[src/rtl/axi_write_burst_ctrl.sv]
// AXI4 write-burst slave front end: accepts AW/W beats, drives a single-port
// memory write interface under arbiter grant, and queues B responses in a FIFO.
module axi_write_burst_ctrl #(
  parameter int unsigned AXI4_ADDRESS_WIDTH = 32,
  parameter int unsigned AXI4_WDATA_WIDTH   = 64,
  parameter int unsigned AXI4_ID_WIDTH      = 16,
  parameter int unsigned AXI4_USER_WIDTH    = 10,
  parameter int unsigned AXI_NUMBYTES       = AXI4_WDATA_WIDTH / 8,
  parameter int unsigned MEM_ADDR_WIDTH     = 16,
  parameter int unsigned B_FIFO_DEPTH       = 4
) (
  input  logic                          clk,
  input  logic                          rst,

  input  logic [AXI4_ID_WIDTH-1:0]      AWID_i,
  input  logic [AXI4_ADDRESS_WIDTH-1:0] AWADDR_i,
  input  logic [7:0]                    AWLEN_i,
  input  logic [2:0]                    AWSIZE_i,
  input  logic [1:0]                    AWBURST_i,
  input  logic                          AWLOCK_i,
  input  logic [3:0]                    AWCACHE_i,
  input  logic [2:0]                    AWPROT_i,
  input  logic [3:0]                    AWREGION_i,
  input  logic [AXI4_USER_WIDTH-1:0]    AWUSER_i,
  input  logic [3:0]                    AWQOS_i,
  input  logic                          AWVALID_i,
  output logic                          AWREADY_o,

  input  logic [AXI4_WDATA_WIDTH-1:0]   WDATA_i,
  input  logic [AXI_NUMBYTES-1:0]       WSTRB_i,
  input  logic                          WLAST_i,
  input  logic [AXI4_USER_WIDTH-1:0]    WUSER_i,
  input  logic                          WVALID_i,
  output logic                          WREADY_o,

  output logic [AXI4_ID_WIDTH-1:0]      BID_o,
  output logic [1:0]                    BRESP_o,
  output logic                          BVALID_o,
  output logic [AXI4_USER_WIDTH-1:0]    BUSER_o,
  input  logic                          BREADY_i,

  output logic                          MEM_CEN_o,
  output logic                          MEM_WEN_o,
  output logic [MEM_ADDR_WIDTH-1:0]     MEM_A_o,
  output logic [AXI4_WDATA_WIDTH-1:0]   MEM_D_o,
  output logic [AXI_NUMBYTES-1:0]       MEM_BE_o,

  input  logic                          grant_i,
  output logic                          valid_o
);

  localparam int unsigned OFFS = $clog2(AXI_NUMBYTES);
  localparam int unsigned PW   = $clog2(B_FIFO_DEPTH);

  typedef enum logic {IDLE, DATA} state_t;

  state_t                      state_q, state_d;
  logic [AXI4_ID_WIDTH-1:0]    id_q;
  logic [AXI4_USER_WIDTH-1:0]  user_q;
  logic [7:0]                  len_q, cnt_q;
  logic [1:0]                  burst_q;
  logic [MEM_ADDR_WIDTH-1:0]   addr_q, addr_nxt, mask_q;
  logic                        err_q;

  logic                        aw_hs, beat, last_beat, beat_err, aw_bad, wrap_legal;
  logic                        push, pop, full, empty;
  logic [1:0]                  resp_push;

  logic [AXI4_ID_WIDTH-1:0]    fifo_id   [B_FIFO_DEPTH];
  logic [AXI4_USER_WIDTH-1:0]  fifo_user [B_FIFO_DEPTH];
  logic [1:0]                  fifo_resp [B_FIFO_DEPTH];
  logic [PW-1:0]               wr_ptr, rd_ptr;
  logic [PW:0]                 fifo_cnt;

  logic unused_inputs;
  assign unused_inputs = ^{AWSIZE_i, AWLOCK_i, AWCACHE_i, AWPROT_i,
                           AWREGION_i, AWQOS_i, WUSER_i};

  // Unsupported WRAP lengths and the reserved burst code fall back to INCR.
  assign wrap_legal = (AWLEN_i == 8'd1) || (AWLEN_i == 8'd3) ||
                      (AWLEN_i == 8'd7) || (AWLEN_i == 8'd15);
  assign aw_bad     = (AWBURST_i == 2'b11) || ((AWBURST_i == 2'b10) && !wrap_legal);

  assign last_beat  = (cnt_q == len_q);
  assign beat_err   = (WLAST_i != last_beat);
  assign resp_push  = (err_q || beat_err) ? 2'b10 : 2'b00;

  assign full  = (fifo_cnt == (PW+1)'(B_FIFO_DEPTH));
  assign empty = (fifo_cnt == '0);

  always_comb begin
    case (burst_q)
      2'b00:   addr_nxt = addr_q;
      2'b10:   addr_nxt = (addr_q & ~mask_q) |
                          ((addr_q + MEM_ADDR_WIDTH'(1)) & mask_q);
      default: addr_nxt = addr_q + MEM_ADDR_WIDTH'(1);
    endcase
  end

  always_comb begin
    state_d   = state_q;
    AWREADY_o = 1'b0;
    WREADY_o  = 1'b0;
    valid_o   = 1'b0;
    MEM_CEN_o = 1'b1;
    MEM_WEN_o = 1'b1;
    MEM_A_o   = '0;
    MEM_D_o   = '0;
    MEM_BE_o  = '0;
    aw_hs     = 1'b0;
    beat      = 1'b0;
    push      = 1'b0;
    if (rst) begin
      AWREADY_o = 1'b1;
    end else begin
      case (state_q)
        IDLE: begin
          AWREADY_o = !full;
          aw_hs     = AWVALID_i && !full;
          if (aw_hs) state_d = DATA;
        end
        DATA: begin
          valid_o  = WVALID_i;
          WREADY_o = grant_i;
          beat     = WVALID_i && grant_i;
          if (beat) begin
            MEM_CEN_o = 1'b0;
            MEM_WEN_o = 1'b0;
            MEM_A_o   = addr_q;
            MEM_D_o   = WDATA_i;
            MEM_BE_o  = WSTRB_i;
            if (last_beat) begin
              push    = 1'b1;
              state_d = IDLE;
            end
          end
        end
        default: state_d = IDLE;
      endcase
    end
  end

  always_ff @(posedge clk) begin
    if (rst) begin
      state_q <= IDLE;
      id_q    <= '0;
      user_q  <= '0;
      len_q   <= '0;
      burst_q <= '0;
      mask_q  <= '0;
      addr_q  <= '0;
      cnt_q   <= '0;
      err_q   <= 1'b0;
    end else begin
      state_q <= state_d;
      if (aw_hs) begin
        id_q    <= AWID_i;
        user_q  <= AWUSER_i;
        len_q   <= AWLEN_i;
        burst_q <= aw_bad ? 2'b01 : AWBURST_i;
        mask_q  <= MEM_ADDR_WIDTH'(AWLEN_i[3:0]);
        addr_q  <= MEM_ADDR_WIDTH'(AWADDR_i >> OFFS);
        cnt_q   <= '0;
        err_q   <= aw_bad;
      end else if (beat) begin
        addr_q  <= addr_nxt;
        cnt_q   <= cnt_q + 8'd1;
        err_q   <= err_q || beat_err;
      end
    end
  end

  assign pop      = BVALID_o && BREADY_i;
  assign BVALID_o = !empty && !rst;
  assign BID_o    = BVALID_o ? fifo_id[rd_ptr]   : '0;
  assign BUSER_o  = BVALID_o ? fifo_user[rd_ptr] : '0;
  assign BRESP_o  = BVALID_o ? fifo_resp[rd_ptr] : '0;

  always_ff @(posedge clk) begin
    if (push) begin
      fifo_id[wr_ptr]   <= id_q;
      fifo_user[wr_ptr] <= user_q;
      fifo_resp[wr_ptr] <= resp_push;
    end
  end

  always_ff @(posedge clk) begin
    if (rst) begin
      wr_ptr   <= '0;
      rd_ptr   <= '0;
      fifo_cnt <= '0;
    end else begin
      if (push) wr_ptr <= wr_ptr + PW'(1);
      if (pop)  rd_ptr <= rd_ptr + PW'(1);
      case ({push, pop})
        2'b10:   fifo_cnt <= fifo_cnt + (PW+1)'(1);
        2'b01:   fifo_cnt <= fifo_cnt - (PW+1)'(1);
        default: fifo_cnt <= fifo_cnt;
      endcase
    end
  end

endmodule
[config.mk]
export PLATFORM = sky130hd
export DESIGN_NAME = axi_write_burst_ctrl
export DESIGN_NICKNAME = d
export VERILOG_FILES = /design/src/rtl/axi_write_burst_ctrl.sv
export SDC_FILE = /design/constraint.sdc
export NUM_CORES = 1
export LEC_CHECK = 0
export ABC_AREA = 1
export CORE_MARGIN = 2
export CORE_UTILIZATION = 49
export DETAILED_ROUTE_END_ITERATION = 10
export HOLD_SLACK_MARGIN = 0.1
export PLACE_DENSITY = 0.87
export REMOVE_ABC_BUFFERS = 1
export SETUP_SLACK_MARGIN = 0.15
export SLEW_MARGIN = 20
export SYNTH_ARGS = -nofsm -noshare
export SYNTH_HDL_FRONTEND = slang
export SYNTH_SLANG_ARGS = --single-unit
[constraint.sdc]
create_clock -name clk -period 4.55 [get_ports clk]
set_clock_uncertainty 0.2 [all_clocks]
set_input_delay 0.91 -clock clk [delete_from_list [all_inputs] [get_ports clk]]
set_output_delay 0.91 -clock clk [all_outputs]
set_load 0.1 [all_outputs]
==> out/metrics.csv, run 1 <==
metric;value;unit
grtUsageTotal;0.282;
clkTransAtPathRegs;60;ps
drcViolationCount;0;
dr.pass1.iters;5;
crit_chain;buf_4 > clkinv_1 > nor2_1 > o21ai_0 > a21oi_1 > buf_12;
met2_length;13000;microns
grt_pass1_vias;7540;
min_period_over_period;0.899;
rows;47;
ant_nets;0;
synth-edff-count;108;
synth_seq_cells;179;
ir_drop;0.000297;V
final_core_util;0.766;
post_cts_buffers;0;
io_buffers;251;
worst_setup_path_start_kind;register;
critPathBufInv;3;
via_per_inst;5.23;
avgSynthCellArea;8.66;sq um
yosys.area.top_type;edfxtp_1;
ys_types;42;
drv_slew;0;
timing.final.ws_setup;460;ps
routed_wl;25100;microns
max_stage_delay;860;ps
worstPathRequired;3440;ps
cts.sinks;179;
ys.flop_type;edfxtp_1;
finalSetupViolCount;0;
syn_area;8330;sq um
drive_above_1_share;0.163;
n_antenna_cell;0;
power_density;290;nW/um^2
yosysWarningCount;0;
ys_seq_area_frac;0.560;
drt_iter0_drc;424;
period_needed;4090;ps
hold_path.class;register to register;
grt_first_pass_wirelength;38800;microns
numCtsBuffers;17;
relSlewSlack;0.361;
fmax;244;MHz
path_class;register to primary output;
final_nets;1384;
ios;298;
place_worst_setup_slack;554;ps
totalPowerFinal;3.68;mW
cts_buffer_depth;2;
dr.max_layer_used;met5;
start_util;0.502;
htreeDepth;4;
die_height;134;microns
holdBufCountCts;0;
critPathArrivalTime;2980;ps
status;complete, no violations;
die_w;134;microns
worstMarginPinSlew;953;ps
maxCapViolCount;0;
core;16600;sq um
met1Wirelength;9040;microns
dp_hpwl;17700;microns
p_leak;5.17;nW
cts_tree;built;
ys_async_sr_fraction;0;
hold_viol;0;
dieArea;18100;sq um
detail_route.wl_per_cell;17.5;microns
synth_cells;961;
insertion_delay;420;ps
grt_max_degree;55;
syn2layout_area_growth;52.6;%
met3_length;2540;microns
vias;7496;
synth_top_area_share;0.389;
grt-ovfl-total;0;
clockRootBuffer;clkbuf_16;
end_kind;primary output;
crit_path_max_fanout;28;
antenna_found_initial;1;
rsz0062_at_grt;no;
gp_congestion;0.887;
yosys-top-cells-area;edfxtp_1 (39%), dfxtp_1 (17%), nor2_1 (11%);
crit_family;buffers and inverters;
ctsResizeCount;0;
slowest_stage;clkinv_1;
## logic make-up (layout without fill, tap and decap cells)
logic type,Yosys count,count (layout),share of synthesized area
flip-flops,179,179,0.560
adder cells (fa/ha/maj),8,8,0.0129
other,1,1,0.000450
AO/OA/AOI/OAI,185,185,0.134
XOR/XNOR,6,6,0.00631
buffers and inverters,193,445,0.0960
AND/OR/NAND/NOR,389,389,0.190
## path summary, 6_finish.rpt
| check | start | endpoint | slack, ps | cells after the start |
|---|---|---|---|---|
| worst max-delay path | register | BUSER_o[8] | 460 | 6 |
| worst min-delay path | rd_ptr[1] | rd_ptr[1] | 270 | 2 |
| worst max register to register | cnt_q[1] | fifo_cnt[1] | 1940 | 11 |
| worst min register to register | rd_ptr[1] | rd_ptr[1] | 270 | 2 |
## area by class of cell
type | instances | area (sq um)
inverter | 148 | 563
fill | 1048 | 3880
multi-input combinational | 589 | 2870
sequential | 179 | 4670
tap | 220 | 275
clock inverter | 12 | 103
timing repair buffer | 265 | 3780
clock buffer | 20 | 447
## placed cells by master, fill, tap and decap left out, types with 27 or more instances in the layout
master,n
a22o_1,27
a21oi_1,46
o21ai_0,74
clkdlybuf4s50_1,130
inv_1,134
buf_12,117
edfxtp_1,108
dfxtp_1,70
nand2_1,102
nor2_1,236
nand3_1,28
## stage by stage
step / setup TNS, ps / area (sq um) / hold slack (ps) / cells
after detailed placement: 0 / 12200 / 260 / 1401
after floorplan: -34330 / 8090 / 236 / 916
final: 0 / 12700 / 270 / 1433
after CTS: 0 / 12700 / 271 / 1433
after global routing: 0 / 12700 / 295 / 1433
after global placement: 0 / 12200 / 250 / 1401
## Yosys cell counts (4+ instances only)
cell type,instances
xnor2_1,4
ha_1,7
nand3_1,28
nor2_1,240
nand2_1,102
clkbuf_1,16
nor3_1,7
a21oi_1,46
buf_1,4
buf_6,5
o21ai_0,74
clkinv_1,4
a21oi_2,9
inv_2,8
a22o_1,27
o21ai_1,14
buf_2,18
o21a_1,5
inv_1,134
dfxtp_1,71
edfxtp_1,108
## per-layer routing
layer,vias up,track usage
li1,3583,-
met1,3530,0.313
met2,345,0.504
met3,36,0.0994
met4,2,0.0942
met5,-,0
## registers in the layout (all words and copies together) (netlist names), named ones only
| register | cells |
|---|---|
| fifo_id | 64 |
| state_q | 1 |
| fifo_resp | 4 |
| rd_ptr | 2 |
| burst_q | 2 |
| fifo_cnt | 3 |
| fifo_user | 40 |
| cnt_q | 8 |
| user_q | 10 |
| addr_q | 13 |
| len_q | 8 |
| wr_ptr | 2 |
| err_q | 1 |
| id_q | 16 |
## power by group
part	leakage, nW	total (mW)	internal, mW	switching [mW]
Clock	0.266	1.36	0.768	0.596
Sequential	1.59	1.81	1.77	0.0432
Combinational	3.31	0.509	0.216	0.293
## worst min-delay path, cell delays in order (launching register included)
cell     delay (ps)
dfxtp_1         290
inv_1            60
a21oi_1          70
Power figures use the tool's default switching activity.
==> run 2, diff against run 1 <==
--- a/constraint.sdc
+++ b/constraint.sdc
@@ -4,2 +4,2 @@
 set_output_delay 0.91 -clock clk [all_outputs]
-set_load 0.1 [all_outputs]
+set_load 0.01 [all_outputs]
==> run 2 against run 1 <==
Sequential share of layout area up 3.4 points. Die area unchanged. Cell count about the same. Combinational power down 28%.
==> out/metrics.csv, run 2 (synthesized netlist as in run 1, its figures left out) <==
metric;value;unit;change
grt_pass1_vias;7173;;-4.9%
drv_slew;0;;unchanged
p_switching;0.860;mW;-7.8%
power_frac_clock;0.412;;+0.042
timing.final.ws_setup;445;ps;-14.2 ps
holdBufCountCts;0;;unchanged
reg_top3;fifo_id (64), fifo_user (40), id_q (16);;
p_comb_frac;0.100;;-0.038
largest_register_ffs;64;;unchanged
totalPowerFinal;3.70;mW;+0.48%
layout_commonest_cell;clkdlybuf4s50_1;;
crit_path_max_fanout;37;;+32%
post_cts_buffers;0;;unchanged
insertion_delay;430;ps;about the same
worst_setup_path_start_kind;input port;;
met3_length;1960;microns;-23%
dr.max_layer_used;met4;;
rows;47;;unchanged
clkTransAtPathRegs;70;ps;about the same
grt-ovfl-total;0;;unchanged
cts.sinks;179;;unchanged
routed_wl;23200;microns;-7.6%
ctsResizeCount;0;;unchanged
fill_cells;1235;;+18%
ir_drop;0.000273;V;-8.2%
hold_viol;0;;unchanged
layout_common_cells;clkdlybuf4s50_1 (251), nor2_1 (236), inv_1 (134), edfxtp_1 (108), nand2_1 (102);;
met1Wirelength;9280;microns;+2.6%
via_per_inst;5.07;;-3.1%
path_class;input port to primary output;;
relSlewSlack;0.436;;+0.0746
cts_buffer_depth;2;;unchanged
met2_length;11600;microns;-11%
finalSetupViolCount;0;;unchanged
htreeDepth;4;;unchanged
place_worst_setup_slack;448;ps;-106 ps
ios;298;;unchanged
hold_path.class;register to register;;
drcViolationCount;0;;unchanged
dp_hpwl;15700;microns;-11%
syn2layout_area_growth;39.7;%;
maxCapViolCount;0;;unchanged
die_w;134;microns;unchanged
switching_share;0.232;;-0.0208
power_density;318;nW/um^2;+9.7%
ant_nets;0;;unchanged
io_buffers;251;;unchanged
min_period_over_period;0.902;;+0.00311
clockRootBuffer;clkbuf_16;;
period_needed;4100;ps;+14.2 ps
detail_route.wl_per_cell;16.2;microns;-7.6%
antenna_found_initial;0;;-1
vias;7266;;-3.1%
worstMarginPinSlew;845;ps;-107 ps
grt_first_pass_wirelength;36100;microns;-7.1%
core;16600;sq um;unchanged
end_kind;primary output;;
die_height;134;microns;unchanged
timing.hold.ws;260;ps;-9.37 ps
p_int;2.84;mW;+3.3%
p_leak;4.65;nW;-10%
place_inst;1402;;+0.071%
grt_max_degree;55;;unchanged
worstPathRequired;3440;ps;about the same
cts_tree;built;;
numCtsBuffers;17;;unchanged
rsz0062_at_grt;no;;
status;complete, no violations;;
gp_congestion;0.918;;+3.5%
n_antenna_cell;0;;unchanged
drive_above_1_share;0.0667;;-0.0965
dieArea;18100;sq um;unchanged
critPathArrivalTime;2990;ps;about the same
dr.pass1.iters;5;;unchanged
stdcell_count;1434;;+0.070%
pwr-share-seq;0.488;;-0.003
start_util;0.502;;unchanged
drt_iter0_drc;443;;+4.5%
final_nets;1385;;+0.072%
grtUsageTotal;0.258;;-0.0238
tns;0;ps;unchanged
largest_register;fifo_id;;
fmax;244;MHz;-0.34%
[run 2: cell types whose count changed in the layout (fill, tap and decap cells not counted), sizes merged, moves of 2 or more]
cell,previous run,this run
clkinv,9,6
bufinv,1,3
buf,135,15
clkdlybuf4s50,130,251
inv,148,150
clkbuf,20,18
[run 2: area by class of cell]
type                       instances  area [sq um]  share of cell area
inverter                         148           563              0.0484
timing repair buffer             266          2640               0.227
clock buffer                      18           429              0.0369
clock inverter                    14           193              0.0166
tap                              220           275              0.0237
multi-input combinational        589          2870               0.247
sequential                       179          4670               0.401
[run 2: routing by layer]
metal	global-route usage	up-vias
met2	0.459	310
met5	0	-
li1	-	3581
met3	0.0752	33
met1	0.306	3342
met4	0.0696	0
[run 2: path summary, 6_finish.rpt]
check                 start            end  slack, ps  depth (start not counted)
setup reg to reg   cnt_q[0]  fifo_id[1][0]       1940                          7
hold reg to reg   rd_ptr[1]       register        260                          2
setup / recovery        rst    MEM_D_o[16]        450                          8
hold / removal    rd_ptr[1]       register        260                          2
[run 2: power groups by stage]
| stage | combinational, mW | sequential, mW | clock (mW) |
|---|---|---|---|
| after global routing | 0.402 | 1.81 | 1.60 |
| after CTS | 0.368 | 1.81 | 1.54 |
| final | 0.368 | 1.81 | 1.53 |
| after global placement | 0.357 | 1.84 | 0 |
| after floorplan | 0.165 | 1.83 | 0 |
| after detailed placement | 0.364 | 1.84 | 0 |
[run 2: critical path, cell delays in order]
cell	delay (ps)
clkdlybuf4s50_1	640
inv_6	50
nand2_4	90
nor2_8	50
inv_4	310
buf_4	330
nor2_1	80
clkdlybuf4s50_1	520
[run 2: stage by stage]
step,util,area (sq um)
global route,0.702,11600
CTS,0.702,11600
floorplan,-,8090
global placement,0.664,11000
detailed placement,0.664,11000
finish,0.702,11600
==> run 3, diff against run 2 <==
- MAX_ROUTING_LAYER: default -> met4
==> run 3 against run 2 <==
Wire length rose by 1.3%. Worst hold slack improved by 7.2 ps. Core utilization fell by 0.20 points. Worst setup slack got worse by 130 ps. Critical path type unchanged. Largest power group unchanged.
==> out/metrics.csv, run 3 (synthesized netlist as in run 1, its figures left out) <==
metric;value;unit;change
htreeDepth;4;;unchanged
end_kind;primary output;;
worstMarginPinSlew;823;ps;-22.5 ps
reg_top3;fifo_id (64), fifo_user (40), id_q (16);;
power_frac_clock;0.402;;-0.010
layout_common_cells;clkdlybuf4s50_1 (251), nor2_1 (236), inv_1 (134), edfxtp_1 (108), nand2_1 (102);;
drv_slew;0;;unchanged
fmax;236;MHz;-3.0%
largest_register;fifo_id;;
holdBufCountCts;0;;unchanged
post_cts_buffers;0;;unchanged
ios;298;;unchanged
die_height;134;microns;unchanged
top_usage_layer;met2;;
die_w;134;microns;unchanged
path_class;input port to primary output;;
timing.hold.ws;268;ps;+7.23 ps
rsz0062_at_grt;no;;
vias;7262;;-0.055%
worstPathRequired;3440;ps;about the same
core;16600;sq um;unchanged
timing.final.ws_setup;317;ps;-128 ps
grt_pass1_vias;7235;;+0.86%
multi_input_area;2870;sq um;unchanged
stdcell_area;11600;sq um;-0.28%
clockRootBuffer;clkbuf_16;;
min_period_over_period;0.930;;+0.0282
seqCellArea;4670;sq um;unchanged
layout_commonest_cell;clkdlybuf4s50_1;;
dr.pass1.iters;5;;unchanged
dieArea;18100;sq um;unchanged
dp_hpwl;15900;microns;+1.7%
worst_setup_path_start_kind;input port;;
use_met1;0.323;;+0.0168
stdcell_count;1435;;+0.070%
fill_cells;1269;;+2.8%
switching_share;0.217;;-0.0154
grtUsageTotal;0.272;;+0.0138
maxCapViolCount;0;;unchanged
met2_usage;0.454;;-0.00454
p_comb_frac;0.101;;about the same
insertion_delay;430;ps;about the same
grt-ovfl-total;0;;unchanged
cts.sinks;179;;unchanged
pwr-share-seq;0.497;;+0.009
drcViolationCount;0;;unchanged
crit_path_max_fanout;39;;+5.4%
ant_nets;0;;unchanged
grt_first_pass_wirelength;36500;microns;+1.3%
hold_viol;0;;unchanged
p_int;2.85;mW;+0.44%
via_per_inst;5.06;;-0.12%
ctsResizeCount;0;;unchanged
relSlewSlack;0.451;;+0.0150
clkTransAtPathRegs;60;ps;about the same
power_density;314;nW/um^2;-1.3%
rows;47;;unchanged
status;complete, no violations;;
io_buffers;251;;unchanged
detail_route.wl_per_cell;16.4;microns;+1.2%
period_needed;4230;ps;+128 ps
largest_register_ffs;64;;unchanged
grt_max_degree;55;;unchanged
ir_drop;0.000274;V;+0.62%
start_util;0.502;;unchanged
drt_iter0_drc;487;;+9.9%
routed_wl;23500;microns;+1.3%
hold_path.class;register to register;;
place_area;11000;sq um;-0.11%
numCtsBuffers;17;;unchanged
final_nets;1385;;unchanged
place_worst_setup_slack;368;ps;-79.5 ps
cts_tree;built;;
p_switching;0.791;mW;-8.0%
critPathArrivalTime;3120;ps;+130 ps
antenna_found_initial;1;;+1
syn2layout_area_growth;39.4;%;
use_met3;0.0745;;-0.000756
finalSetupViolCount;0;;unchanged
place_inst;1402;;unchanged
cts_buffer_depth;2;;unchanged
p_leak;4.63;nW;-0.31%
tns;0;ps;unchanged
gp_congestion;0.889;;-3.1%
drive_above_1_share;0.0626;;-0.00412
-- run 3: cell types whose count changed in the layout (fill, tap and decap cells not counted), moves of 2 or more --
cell        before  now
clkbuf_1         1    5
clkbuf_8         0    2
clkinvlp_4       3    1
inv_8            4    0
-- run 3: routing by layer --
layer  share of wire  routed length, microns
met1            0.40                    9400
met2            0.51                   11900
met3           0.075                    1770
met4           0.017                     404
met5               0                       0
-- run 3: area by class of cell --
class                   instances  area share
inverters                     148      0.0485
clock buffers                  24      0.0407
well taps                     220      0.0237
repair buffers                266       0.226
clock inverters                 8      0.0110
diodes                          1    0.000216
multi-input cells             589       0.248
flip-flops and latches        179       0.402
-- run 3: power groups by stage --
stage / clock network [mW] / registers (mW) / logic, mW
after floorplan: 0 / 1.83 / 0.165
final: 1.47 / 1.81 / 0.369
after global routing: 1.56 / 1.81 / 0.403
after CTS: 1.49 / 1.81 / 0.368
after detailed placement: 0 / 1.84 / 0.362
after global placement: 0 / 1.84 / 0.356
-- run 3: worst paths after layout --
path,startpoint,endpoint,slack (ps),cells after the start
worst max-delay path,rst,MEM_D_o[21],320,9
worst min-delay path,rd_ptr[1],rd_ptr[1],270,2
worst max register to register,cnt_q[0],fifo_user[0][2],1920,7
worst min register to register,rd_ptr[1],rd_ptr[1],270,2
-- run 3: through the flow --
step | power, mW | utilization
final | 3.64 | 0.700
after global routing | 3.78 | 0.700
after global placement | 2.19 | 0.663
after detailed placement | 2.20 | 0.663
after CTS | 3.66 | 0.700
after floorplan | 2.00 | -
-- run 3: worst max-delay path, stage by stage --
cell and delay (ps):
clkdlybuf4s50_1 630, buf_4 200, inv_6 30, nand2_4 80, nor2_8 50, inv_4 180
buf_4 380, nor2_1 110, clkdlybuf4s50_1 510
